File: src/rtl/dual_req_rr_arbiter_if.sv
// Request/data/handshake bundle between two requesters, the arbiter and one downstream sink.
// The arbiter connects through the slave modport; sources and sink drive through master.
interface dual_req_rr_arbiter_if #(
    parameter int DATA_W = 8
);
    logic              req_a;
    logic [DATA_W-1:0] din_a;
    logic              req_b;
    logic [DATA_W-1:0] din_b;
    logic              gnt_a;
    logic              gnt_b;
    logic [DATA_W-1:0] dout;
    logic              dout_valid;
    logic              dout_ready;

    modport slave (
        input  req_a, din_a, req_b, din_b, dout_ready,
        output gnt_a, gnt_b, dout, dout_valid
    );

    modport master (
        output req_a, din_a, req_b, din_b, dout_ready,
        input  gnt_a, gnt_b, dout, dout_valid
    );
endinterface

File: src/rtl/dual_req_rr_arbiter.sv
// Round-robin arbiter sharing one registered valid/ready output slot between requesters A and B,
// with bursts bounded by HOLD_MAX under contention. Define ARB_BEAT_CNT_EN for saturating beat counters.
module dual_req_rr_arbiter #(
    parameter int DATA_W   = 8,
    parameter int HOLD_MAX = 4
) (
    input  logic                 clk,
    input  logic                 rst,
    dual_req_rr_arbiter_if.slave bus
`ifdef ARB_BEAT_CNT_EN
    ,
    output logic [15:0]          beats_a,
    output logic [15:0]          beats_b
`endif
);

    typedef enum logic [1:0] {
        IDLE  = 2'd0,
        OWN_A = 2'd1,
        OWN_B = 2'd2
    } state_t;

    localparam logic [7:0] HOLD_LIM = 8'(HOLD_MAX);

    state_t            state_q, state_d;
    logic              last_b_q, last_b_d;
    logic [7:0]        cnt_q, cnt_d;
    logic [DATA_W-1:0] dout_q, dout_d;
    logic              valid_q, valid_d;
    logic              gnt_a_q, gnt_b_q;

    logic              load_en;
    logic              own_req;
    logic              oth_req;
    logic [DATA_W-1:0] own_din;
    state_t            oth_state;
    logic              accept;
    logic [7:0]        cnt_inc;
    logic              hold_hit;

    // View the inputs from the current owner's side so both OWN states share one path.
    always_comb begin
        own_req   = 1'b0;
        oth_req   = 1'b0;
        own_din   = '0;
        oth_state = IDLE;
        case (state_q)
            OWN_A: begin
                own_req   = bus.req_a;
                oth_req   = bus.req_b;
                own_din   = bus.din_a;
                oth_state = OWN_B;
            end
            OWN_B: begin
                own_req   = bus.req_b;
                oth_req   = bus.req_a;
                own_din   = bus.din_b;
                oth_state = OWN_A;
            end
            default: begin
                own_req   = 1'b0;
            end
        endcase
    end

    assign load_en  = !valid_q || bus.dout_ready;
    assign accept   = own_req && load_en;
    assign cnt_inc  = cnt_q + 8'd1;
    assign hold_hit = accept && (cnt_inc == HOLD_LIM);

    always_comb begin
        state_d  = state_q;
        last_b_d = last_b_q;
        cnt_d    = cnt_q;
        dout_d   = dout_q;
        valid_d  = valid_q;

        if (accept) begin
            dout_d  = own_din;
            valid_d = 1'b1;
            cnt_d   = cnt_inc;
        end else if (valid_q && bus.dout_ready) begin
            valid_d = 1'b0;
        end

        case (state_q)
            IDLE: begin
                if (bus.req_a && (!bus.req_b || last_b_q)) begin
                    state_d = OWN_A;
                    cnt_d   = '0;
                end else if (bus.req_b) begin
                    state_d = OWN_B;
                    cnt_d   = '0;
                end
            end
            OWN_A, OWN_B: begin
                if (!own_req) begin
                    state_d  = oth_req ? oth_state : IDLE;
                    last_b_d = (state_q == OWN_B);
                    cnt_d    = '0;
                end else if (hold_hit) begin
                    // Burst limit only forces a hand-over when someone is actually waiting.
                    cnt_d = '0;
                    if (oth_req) begin
                        state_d  = oth_state;
                        last_b_d = (state_q == OWN_B);
                    end
                end
            end
            default: begin
                state_d = IDLE;
            end
        endcase
    end

    always_ff @(posedge clk) begin
        if (rst) begin
            state_q  <= IDLE;
            last_b_q <= 1'b1;
            cnt_q    <= '0;
            dout_q   <= '0;
            valid_q  <= 1'b0;
            gnt_a_q  <= 1'b0;
            gnt_b_q  <= 1'b0;
        end else begin
            state_q  <= state_d;
            last_b_q <= last_b_d;
            cnt_q    <= cnt_d;
            dout_q   <= dout_d;
            valid_q  <= valid_d;
            gnt_a_q  <= (state_d == OWN_A);
            gnt_b_q  <= (state_d == OWN_B);
        end
    end

    assign bus.gnt_a      = gnt_a_q;
    assign bus.gnt_b      = gnt_b_q;
    assign bus.dout       = dout_q;
    assign bus.dout_valid = valid_q;

`ifdef ARB_BEAT_CNT_EN
    function automatic logic [15:0] sat_inc16(input logic [15:0] v);
        return (v == 16'hFFFF) ? v : v + 16'd1;
    endfunction

    logic [15:0] beats_a_q, beats_b_q;

    always_ff @(posedge clk) begin
        if (rst) begin
            beats_a_q <= '0;
            beats_b_q <= '0;
        end else begin
            if (accept && (state_q == OWN_A)) begin
                beats_a_q <= sat_inc16(beats_a_q);
            end
            if (accept && (state_q == OWN_B)) begin
                beats_b_q <= sat_inc16(beats_b_q);
            end
        end
    end

    assign beats_a = beats_a_q;
    assign beats_b = beats_b_q;
`endif

endmodule

File: src/flat_wrapper.sv
// flat-port wrapper written by rule: the top's interface ports become plain ports
module dual_req_rr_arbiter_flat 
#(
    parameter int DATA_W   = 8,
    parameter int HOLD_MAX = 4
)
  (clk, rst, bus_req_a, bus_din_a, bus_req_b, bus_din_b, bus_dout_ready, bus_gnt_a, bus_gnt_b, bus_dout, bus_dout_valid);
  dual_req_rr_arbiter_if #(.DATA_W(DATA_W)) bus_i ();
  input  logic clk;
  input  logic rst;
  input wire logic [$bits(bus_i.req_a)-1:0] bus_req_a;
  input wire logic [$bits(bus_i.din_a)-1:0] bus_din_a;
  input wire logic [$bits(bus_i.req_b)-1:0] bus_req_b;
  input wire logic [$bits(bus_i.din_b)-1:0] bus_din_b;
  input wire logic [$bits(bus_i.dout_ready)-1:0] bus_dout_ready;
  output wire logic [$bits(bus_i.gnt_a)-1:0] bus_gnt_a;
  output wire logic [$bits(bus_i.gnt_b)-1:0] bus_gnt_b;
  output wire logic [$bits(bus_i.dout)-1:0] bus_dout;
  output wire logic [$bits(bus_i.dout_valid)-1:0] bus_dout_valid;
  assign bus_i.req_a = bus_req_a;
  assign bus_i.din_a = bus_din_a;
  assign bus_i.req_b = bus_req_b;
  assign bus_i.din_b = bus_din_b;
  assign bus_i.dout_ready = bus_dout_ready;
  assign bus_gnt_a = bus_i.gnt_a;
  assign bus_gnt_b = bus_i.gnt_b;
  assign bus_dout = bus_i.dout;
  assign bus_dout_valid = bus_i.dout_valid;
  dual_req_rr_arbiter #(.DATA_W(DATA_W), .HOLD_MAX(HOLD_MAX)) u_core (.clk(clk), .rst(rst), .bus(bus_i));
endmodule
File: config.mk
export PLATFORM = sky130hd
export DESIGN_NAME = dual_req_rr_arbiter_flat
export DESIGN_NICKNAME = d
export VERILOG_FILES = /design/src/rtl/dual_req_rr_arbiter_if.sv /design/src/rtl/dual_req_rr_arbiter.sv /design/src/flat_wrapper.sv
export SDC_FILE = /design/constraint.sdc
export NUM_CORES = 1
export LEC_CHECK = 0
export CORE_MARGIN = 3
export CORE_UTILIZATION = 45
export CTS_BUF_LIST = sky130_fd_sc_hd__clkbuf_8
export CTS_CLUSTER_SIZE = 25
export DETAILED_ROUTE_END_ITERATION = 10
export PLACE_DENSITY = 0.82
export SLEW_MARGIN = 20
export SYNTH_ARGS = -nofsm -noshare
export SYNTH_HDL_FRONTEND = slang
export SYNTH_SLANG_ARGS = --single-unit
File: constraint.sdc
create_clock -name clk -period 6.6 [get_ports clk]
set_clock_uncertainty 0.1 [all_clocks]
set_input_delay 1.32 -clock clk [delete_from_list [all_inputs] [get_ports clk]]
set_output_delay 1.32 -clock clk [all_outputs]
set_load 0.01 [all_outputs]
### Word-level counts from Yosys, hierarchy flattened

Index checks and enable logic that the tools add are counted.

| storage, ports and cells | value |
|---|---|
| register bits after elaboration | 22 |
| input port bits | 21 |
| output and inout port bits | 11 |
| logic and storage cells | 49 |

| cells by class | value |
|---|---|
| add/sub/neg operators | 1 |
| equality and inequality tests | 7 |
| muxes and demuxes | 22 |
| reduce and logical (&&, ||, !) cells | 12 |

Operators by type and width:

| operator | count |
|---|---|
| $mux W8 | 5 |
| $pmux W8 S2 | 2 |
| $mux W2 | 6 |
| $add A8 B1 Y8 const B | 1 |
| $eq A8 B3 Y1 const B | 1 |
| $pmux W2 S2 | 2 |
| $mux W1 | 5 |
| $eq A2 B1 Y1 const B | 2 |
| $eq A2 B2 Y1 const B | 2 |
| $logic_and A1 B1 Y1 | 4 |
| $ne A2 B2 Y1 const B | 2 |
| $pmux W1 S2 | 2 |
| $reduce_and A3 Y1 | 1 |
| $logic_not A1 Y1 | 2 |
| $logic_not A2 Y1 | 1 |
| $logic_or A1 B1 Y1 | 2 |
| $reduce_bool A2 Y1 | 1 |
| $reduce_or A2 Y1 | 1 |

### Longest topological paths before layout

| logic depth | value |
|---|---|
| depth in word-level cells | 8 |
| mapped depth | 8 |

### Worst setup path before layout

No wires, ideal clock.

| timing | value |
|---|---|
| kind | input port to flip-flop |
| start point | in bus_req_b |
| end point | reg u_core.state_q[1] |
| setup time | 0.091 ns |
| arrival | 2.739 ns |
| data required time | 6.409 ns |
| path slack | 3.670 ns |
| cell stages on the path | 7 |
| cells stage by stage | buf_2 > a22o_4 > and3_1 > buf_4 > o211ai_4 > or4_1 > a311oi_1 |

| between the ends | value |
|---|---|
| longest elaborated chain between the ends | 6 |
| elaborated cells on any way between the ends | 14 |
| those cells by class | mux (9); reduce/logical (5) |

Ends and longest elaborated chain:

| item | RTL line | source |
|---|---|---|
| start: declaration | flat_wrapper.sv:13 | `input wire logic [$bits(bus_i.req_b)-1:0] bus_req_b;` |
| $pmux W1 S2 | dual_req_rr_arbiter.sv:47 | `case (state_q)` |
| $logic_and A1 B1 Y1 | dual_req_rr_arbiter.sv:67 | `assign accept = own_req && load_en;` |
| $logic_and A1 B1 Y1 | dual_req_rr_arbiter.sv:69 | `assign hold_hit = accept && (cnt_inc == HOLD_LIM);` |
| $mux W2 | dual_req_rr_arbiter.sv:101 | `end else if (hold_hit) begin` |
| $mux W2 | dual_req_rr_arbiter.sv:97 | `if (!own_req) begin` |
| $pmux W2 S2 (*) | dual_req_rr_arbiter.sv:86 | `case (state_q)` |
| end signal: assignment | dual_req_rr_arbiter.sv:126 | `state_q <= state_d;` |
| end: declaration | dual_req_rr_arbiter.sv:25 | `state_t state_q, state_d;` |

Every way passes the cells marked *; elsewhere a longest branch is shown, timed or not.
A chain may end at the register's enable or synchronous reset.

### Worst setup path in the final report

Same ends and word-level chain as after synthesis.

==> results.txt <==
Post-Layout Cell Count - 199
Min Tclk post-route - 3.71 ns
Die W - 58.7 um
GRT Residual Overflow - 0
VDD IR max - 0.130 mV
Largest net degree at the start of global routing - 23
Post-synthesis cell count - 144
Cell taking the most area after synthesis - dfxtp_1
WHS Path Cells - 2
Inst Count DP - 196
WHS - 0.403 ns
Status - finished, final reports clean
CTS sink count - 22
Yosys reg bits - 22
Critical Path Max Stage Delay - 0.63 ns
Clock power frac - 26.6%
H-tree Lvls - 1
Endpoints failing hold - 0
DP Wirelength - 2310 um
CP Launch Type - input pin
Critical Path, Cell by Cell - clkdlybuf4s50_1, a22o_4, and3_1, o211ai_4, or4_1, a311oi_1
Cell area after synthesis - 1250 sq um
Routed wire per std cell - 16.3 um
Reg2reg setup slack - 3.58 ns
Port bufs - 31
RSZ-0062 raised after global routing - false
Comb power frac - 26.1%
Critical Path Stages - 6
CP Class - input pin to flop
Reg power frac - 47.3%
Least-Margin Pin Slew - 0.786 ns
Top-count cell post-synth - dfxtp_1
Post-synth top cells - dfxtp_1, nor2_1, nor3_1, a221oi_1, nand2_1
P&R area growth vs syn - 27.9%
DIE HEIGHT - 58.7 um
Drt first pass iters - 4
Detail Route Antenna Nets - 0
Int Power - 221 uW
Buf/Inv on CP - 1
Layout Nets - 198
Core Area - 2570 sq um
Crit path max-delay family - simple AND/OR/NAND/NOR gates
Worst Setup SP - bus_req_b
Pins Over Slew Limit - 0
Fill count - 228
Clk slew on worst S/H paths - 0.08 ns
Rows - 18
Fin Setup TNS - 0 ns
DRC - 0
Syn Area/Cell - 8.69 sq um
TritonCTS clock tree - done
Cts repair resizes - 0
Placer's final routability congestion estimate - 0.902
Total Routing Usage GR - 20.6%
FF-to-FF Start - u_core.state_q[1]
R2R depth - 7
Fraction of registers with async set/reset - 0%
Initial antenna violation count - 0
Share of layout cells above drive strength 1 - 3.55%
Sequential share of the synthesized area - 35.2%
Cells taking the most area after synthesis - dfxtp_1, a221oi_1, ha_1
First-pass GRT wire length - 5470 um
Hold_buf cts - 0
Crit-path max FO - 15
Critical path endpoint category - flop
Yosys cell types - 35
Final wirelength - 3250 um
Main synth FF type - dfxtp_1
I/O Pins - 32
Relative slew margins - 47.5%
Syn Nets - 171
Switching power - 91.9 uW
Lkg Pwr - 0.000532 uW
Starting Density - 48.7%
Via density per instance - 6.22
Slowest CP cell - clkdlybuf4s50_1
Worst path required time - 6.66 ns
Total CTS buffers - 3
Worst skew pair latency - 0.26 ns
Ys Warns - 0
Period utilization - 56.2%
Post-synth top area share - 35.2%
Critical Path Sink - u_core.state_q[1]
Pwr Density - 195 nW/um^2
Fmax - 269 MHz
Max-Cap Viols - 0
Clock Path Buffers - 2
Number of global-route vias before repair - 1253
Data arrival, critical path - 3.77 ns
Hold Crit Class - flop to flop
Post-CTS Setup Inserts - 0
Die area - 3450 sq um
Post-synth EDFFs - 0
Reg2reg end - u_core.state_q[1]
Setup-failing EPs final - 0
Detailed Route Iter0 Violations - 28
Root buffer cell - clkbuf_8
N_diodes - 0
Switching share of power - 29.4%
Via total after detailed routing - 1238
metrics by stage:
stage	setup slack, ns	power (uW)	util, %	cell area (sq um)
after floorplan	3.67	197	-	1250
after global placement	2.79	228	60.7	1560
after detailed placement	2.69	231	60.7	1560
after CTS	2.91	312	62.3	1600
after global routing	2.73	326	62.3	1600
final	2.89	313	62.3	1600
worst min-delay path: cells and delay by family (launching register included):
kind             cells  cell delay [ns]
flip-flops           1             0.32
AND/OR/NAND/NOR      2             0.14
area by class of cell:
class                   count  area [sq um]  share of cell area (%)
multi-input cells         107           748                    46.8
flip-flops and latches     22           440                    27.5
repair buffers             31           310                    19.4
clock buffers               3          41.3                    2.58
well taps                  30          37.5                    2.35
inverters                   6          22.5                    1.41
worst min-delay path by stage:
stage | slack, ns | startpoint | end
floorplan | 0.37 | u_core.last_b_q | u_core.last_b_q
global placement | 0.39 | u_core.bus.dout[5] | u_core.bus.dout[5]
detailed placement | 0.39 | u_core.bus.dout[2] | u_core.bus.dout[2]
CTS | 0.41 | u_core.bus.dout[2] | u_core.bus.dout[2]
global route | 0.44 | u_core.bus.dout[2] | u_core.bus.dout[2]
finish | 0.40 | u_core.bus.dout[2] | u_core.bus.dout[2]
layer usage:
metal	vias to the layer above	share of wire [%]	track usage (%)
li1	593	-	-
met1	587	40	21.7
met2	48	51	38.6
met3	10	6.7	5.04
met4	0	2.1	7.77
met5	-	0	0
cell usage in the layout (no fill, tap or decap), drive strengths merged, types with 2 or more instances in the layout:
| cell | Yosys | layout |
|---|---|---|
| clkdlybuf4s50 | 0 | 31 |
| dfxtp | 22 | 22 |
| nor2 | 15 | 15 |
| nor3 | 11 | 11 |
| nand2 | 9 | 9 |
| a221oi | 9 | 9 |
| a211oi | 8 | 8 |
| inv | 6 | 6 |
| xor2 | 6 | 6 |
| ha | 6 | 6 |
| o21ai | 5 | 5 |
| xnor2 | 4 | 4 |
| nand4 | 4 | 4 |
| a311oi | 3 | 3 |
| nand2b | 3 | 3 |
| a21oi | 3 | 3 |
| nand3 | 3 | 3 |
| clkbuf | 6 | 3 |
| or4 | 2 | 2 |
| o311ai | 2 | 2 |
| nor4bb | 2 | 2 |
power groups by stage:
stage | Sequential [uW] | Clock [uW] | Combinational, uW
2_1_floorplan | 152 | 0 | 45.5
3_3_place_gp | 150 | 0 | 77.2
3_5_place_dp | 151 | 0 | 80.4
4_1_cts | 148 | 83.1 | 81.4
5_1_grt | 149 | 88.6 | 88.9
6_report | 148 | 83.2 | 81.7
logic make-up (layout without fill, tap and decap cells):
logic type	Yosys count	count (layout)	synth area share, %
xor gates and xnor gates	10	10	7.00
AOI/OAI and AO/OA	37	37	24.2
and+or+nand+nor	53	53	21.8
DFF	22	22	35.2
muxes	1	1	0.800
adders and majority gates	6	6	6.00
buffers and inverters	15	40	5.00
flip-flops by register name (all words and copies together), names as in the netlist:
signal / flops
u_core.cnt_q: 8
u_core.bus.gnt_a: 1
u_core.bus.dout_valid: 1
u_core.bus.dout: 8
u_core.bus.gnt_b: 1
u_core.last_b_q: 1
u_core.state_q: 2
Power figures use the tool's default switching activity.
==> RTL change: new RTL, same settings <==
The 3 states of `state_t` get a one-hot encoding in 3 bits.
--- a/src/rtl/dual_req_rr_arbiter.sv
+++ b/src/rtl/dual_req_rr_arbiter.sv
@@ -16,6 +16,6 @@
 
-    typedef enum logic [1:0] {
-        IDLE  = 2'd0,
-        OWN_A = 2'd1,
-        OWN_B = 2'd2
+    typedef enum logic [2:0] {
+        IDLE  = 3'b001,
+        OWN_A = 3'b010,
+        OWN_B = 3'b100
     } state_t;
Function: same outputs for any inputs over 10 cycles, from zero or initial values and one cycle with rst high; not proved beyond that.
==> RTL change against the original RTL <==
Routed wire length is 4.6% lower. Power is 4.0% lower. Cell area is 2.6% higher. Setup slack better by 310 ps. Sequential share of layout area is 0.53 points higher. Synthesized area is 2.9% higher. Maximum frequency is 9.1% higher. Sequential cell count is 1 higher.
==> RTL change: results (changes against the original RTL) <==
Status
  – Status: completed

Detailed routing
  – DRC Markers: 0 (unchanged)
  – Via count: 1284 (+3.7%)
  – Pre-Repair DR Iteration Count: 4 (unchanged)
  – Met2 wire length: 1.47 mm (-11%)
  – Routed Antenna Nets: 0 (unchanged)
  – Post-Route WL: 3.10 mm (-4.6%)
  – Routed wl met3: 228 µm (+4.1%)
  – Vias per cell: 6.06 (-2.6%)
  – Initial detailed-routing violation count: 33 (+18%)
  – M1 WL: 1.31 mm (-0.23%)
  – DR top layer: met4

Logic synthesis
  – Largest cells by area after synthesis: dfxtp_1, a21oi_1, nor2_1, a22oi_1, nor3_1
  – Ys async rst share: 0 (unchanged)
  – Synth Area per Inst: 8.25 µm² (-5.0%)
  – Yosys Warn Count: 0 (unchanged)
  – Post-synth cell types: 41 (+17%)
  – Synth top cells by count: dfxtp_1, nor2_1, a21oi_1
  – Register area share after synthesis: 0.358 (+0.00563)
  – Mapped Nets: 179 (+4.7%)

Critical path
  – Reg2reg start: u_core.state_q[0]$_SDFF_PP1_
  – Maximum fanout along the worst path: 27 (+12)
  – Slowest stage delay, CP: 850 ps (+220 ps)
  – Kind of cell adding the most delay to the critical path: compound AO/OA/AOI/OAI gates
  – Flop2flop setup slack: 3980 ps (+400 ps)
  – Reg-to-Reg End: u_core.bus.gnt_a$_SDFF_PP0_
  – R2R depth: 4 (-3)
  – Slowest cell on the critical path: o21ai_2
  – Worst EP arrival: 3460 ps (-310 ps)

Clocking
  – Clk slew on worst S/H paths: 80 ps (about the same)
  – Clock Latency Late Sink: 270 ps
  – Setup Buffers After CTS: 0 (unchanged)
  – Post-CTS sizing: 0 (unchanged)
  – Clk buf depth: 2 (unchanged)
  – Num CTS Buffers: 3 (unchanged)
  – CTS root buf: clkbuf_8
  – CTS H-tree depth: 1 (unchanged)

GRT
  – Initial antenna violation count: 0 (unchanged)
  – Largest net degree at the start of global routing: 28 (+22%)
  – First-pass GRT wire length: 5.28 mm (-3.5%)
  – Vias in the first global route: 1245 (-0.64%)
  – GRT Overall Usage: 0.195 (-0.0108)

Timing
  – Slew @ Worst Pin: 1090 ps (+302 ps)
  – Tmin final: 3400 ps (-308 ps)

Worst hold path
  – Worst Hold Path EP: u_core.bus.dout[7]$_SDFFE_PP0N_
  – Worst Hold Path Cells: 2 (unchanged)
  – Hold Crit Start: u_core.bus.dout[7]$_SDFFE_PP0N_

Placed design
  – Post-detail-place hpwl: 2.24 mm (-2.9%)
  – Setup Slack @ Placement: 2950 ps (+257 ps)
  – Post-Place Cells: 208 (+6.1%)
  – Gpl congestion: 0.742 (-18%)
  – Port bufs: 31 (unchanged)

Layout
  – Fraction of final layout cells sized beyond drive strength 1: 0.0604 (+0.0249)
  – Diodes inserted: 0 (unchanged)

Power and ir drop
  – Pleak: 0.563 nW (+6.0%)
  – Peak supply drop: 0.000179 V (+38%)

Floorplan
  – Num rows: 18 (unchanged)
[RTL change: per-stage QoR]
stage | hold slack [ps] | utilization | area, µm²
3_3_place_gp | 370 | 0.616 | 1600
4_1_cts | 405 | 0.634 | 1640
2_1_floorplan | 365 | - | 1290
3_5_place_dp | 390 | 0.616 | 1600
6_report | 403 | 0.634 | 1640
5_1_grt | 447 | 0.634 | 1640
[RTL change: layout make-up]
cell class              count  area (µm²)
clock inverters             1        5.00
well taps                  30        37.5
repair buffers             31         310
clock buffers               3        41.3
fillers                   222         948
multi-input cells         121         776
inverters                   3        11.3
flip-flops and latches     23         460
[RTL change: cells by family after synthesis]
family / after synthesis / synth area share
buf+inv: 12 / 0.0398
xor+xnor: 5 / 0.0340
mux: 4 / 0.0350
fa+ha+maj: 2 / 0.0194
flops: 23 / 0.358
compound gates: 44 / 0.229
simple gates: 66 / 0.285
[RTL change: worst max path at each step]
stage | start | to | slack (ps) | depth (start not counted)
after global routing | bus_req_a | u_core.cnt_q[4]$_SDFF_PP0_ | 3060 | 6
final | bus_req_a | u_core.bus.gnt_a$_SDFF_PP0_ | 3200 | 5
after detailed placement | bus_req_a | u_core.bus.gnt_a$_SDFF_PP0_ | 2950 | 5
after floorplan | bus_req_a | u_core.bus.dout[1]$_SDFFE_PP0N_ | 4050 | 6
after CTS | bus_req_a | u_core.bus.gnt_a$_SDFF_PP0_ | 3220 | 5
after global placement | bus_req_a | u_core.bus.gnt_b$_SDFF_PP0_ | 3050 | 5
[RTL change: layer usage]
metal,global-route usage,vias up
li1,-,619
met1,0.234,598
met2,0.310,56
met3,0.0414,11
met4,0.130,0
met5,0,-
[RTL change: worst min-delay path, cell delays in order, from the launching register on]
cell     delay, ps
dfxtp_1        340
a21oi_1         60
nor2_1          70
[RTL change: report_power, final]
part / total [W] / switching (W) / internal, W / leakage, nW
sequential: 0.000156 / 0.0000121 / 0.000144 / 0.186
clock: 0.0000884 / 0.0000462 / 0.0000422 / 0.0255
combinational: 0.0000561 / 0.0000265 / 0.0000296 / 0.352
total: 0.000300 / 0.0000847 / 0.000215 / 0.563
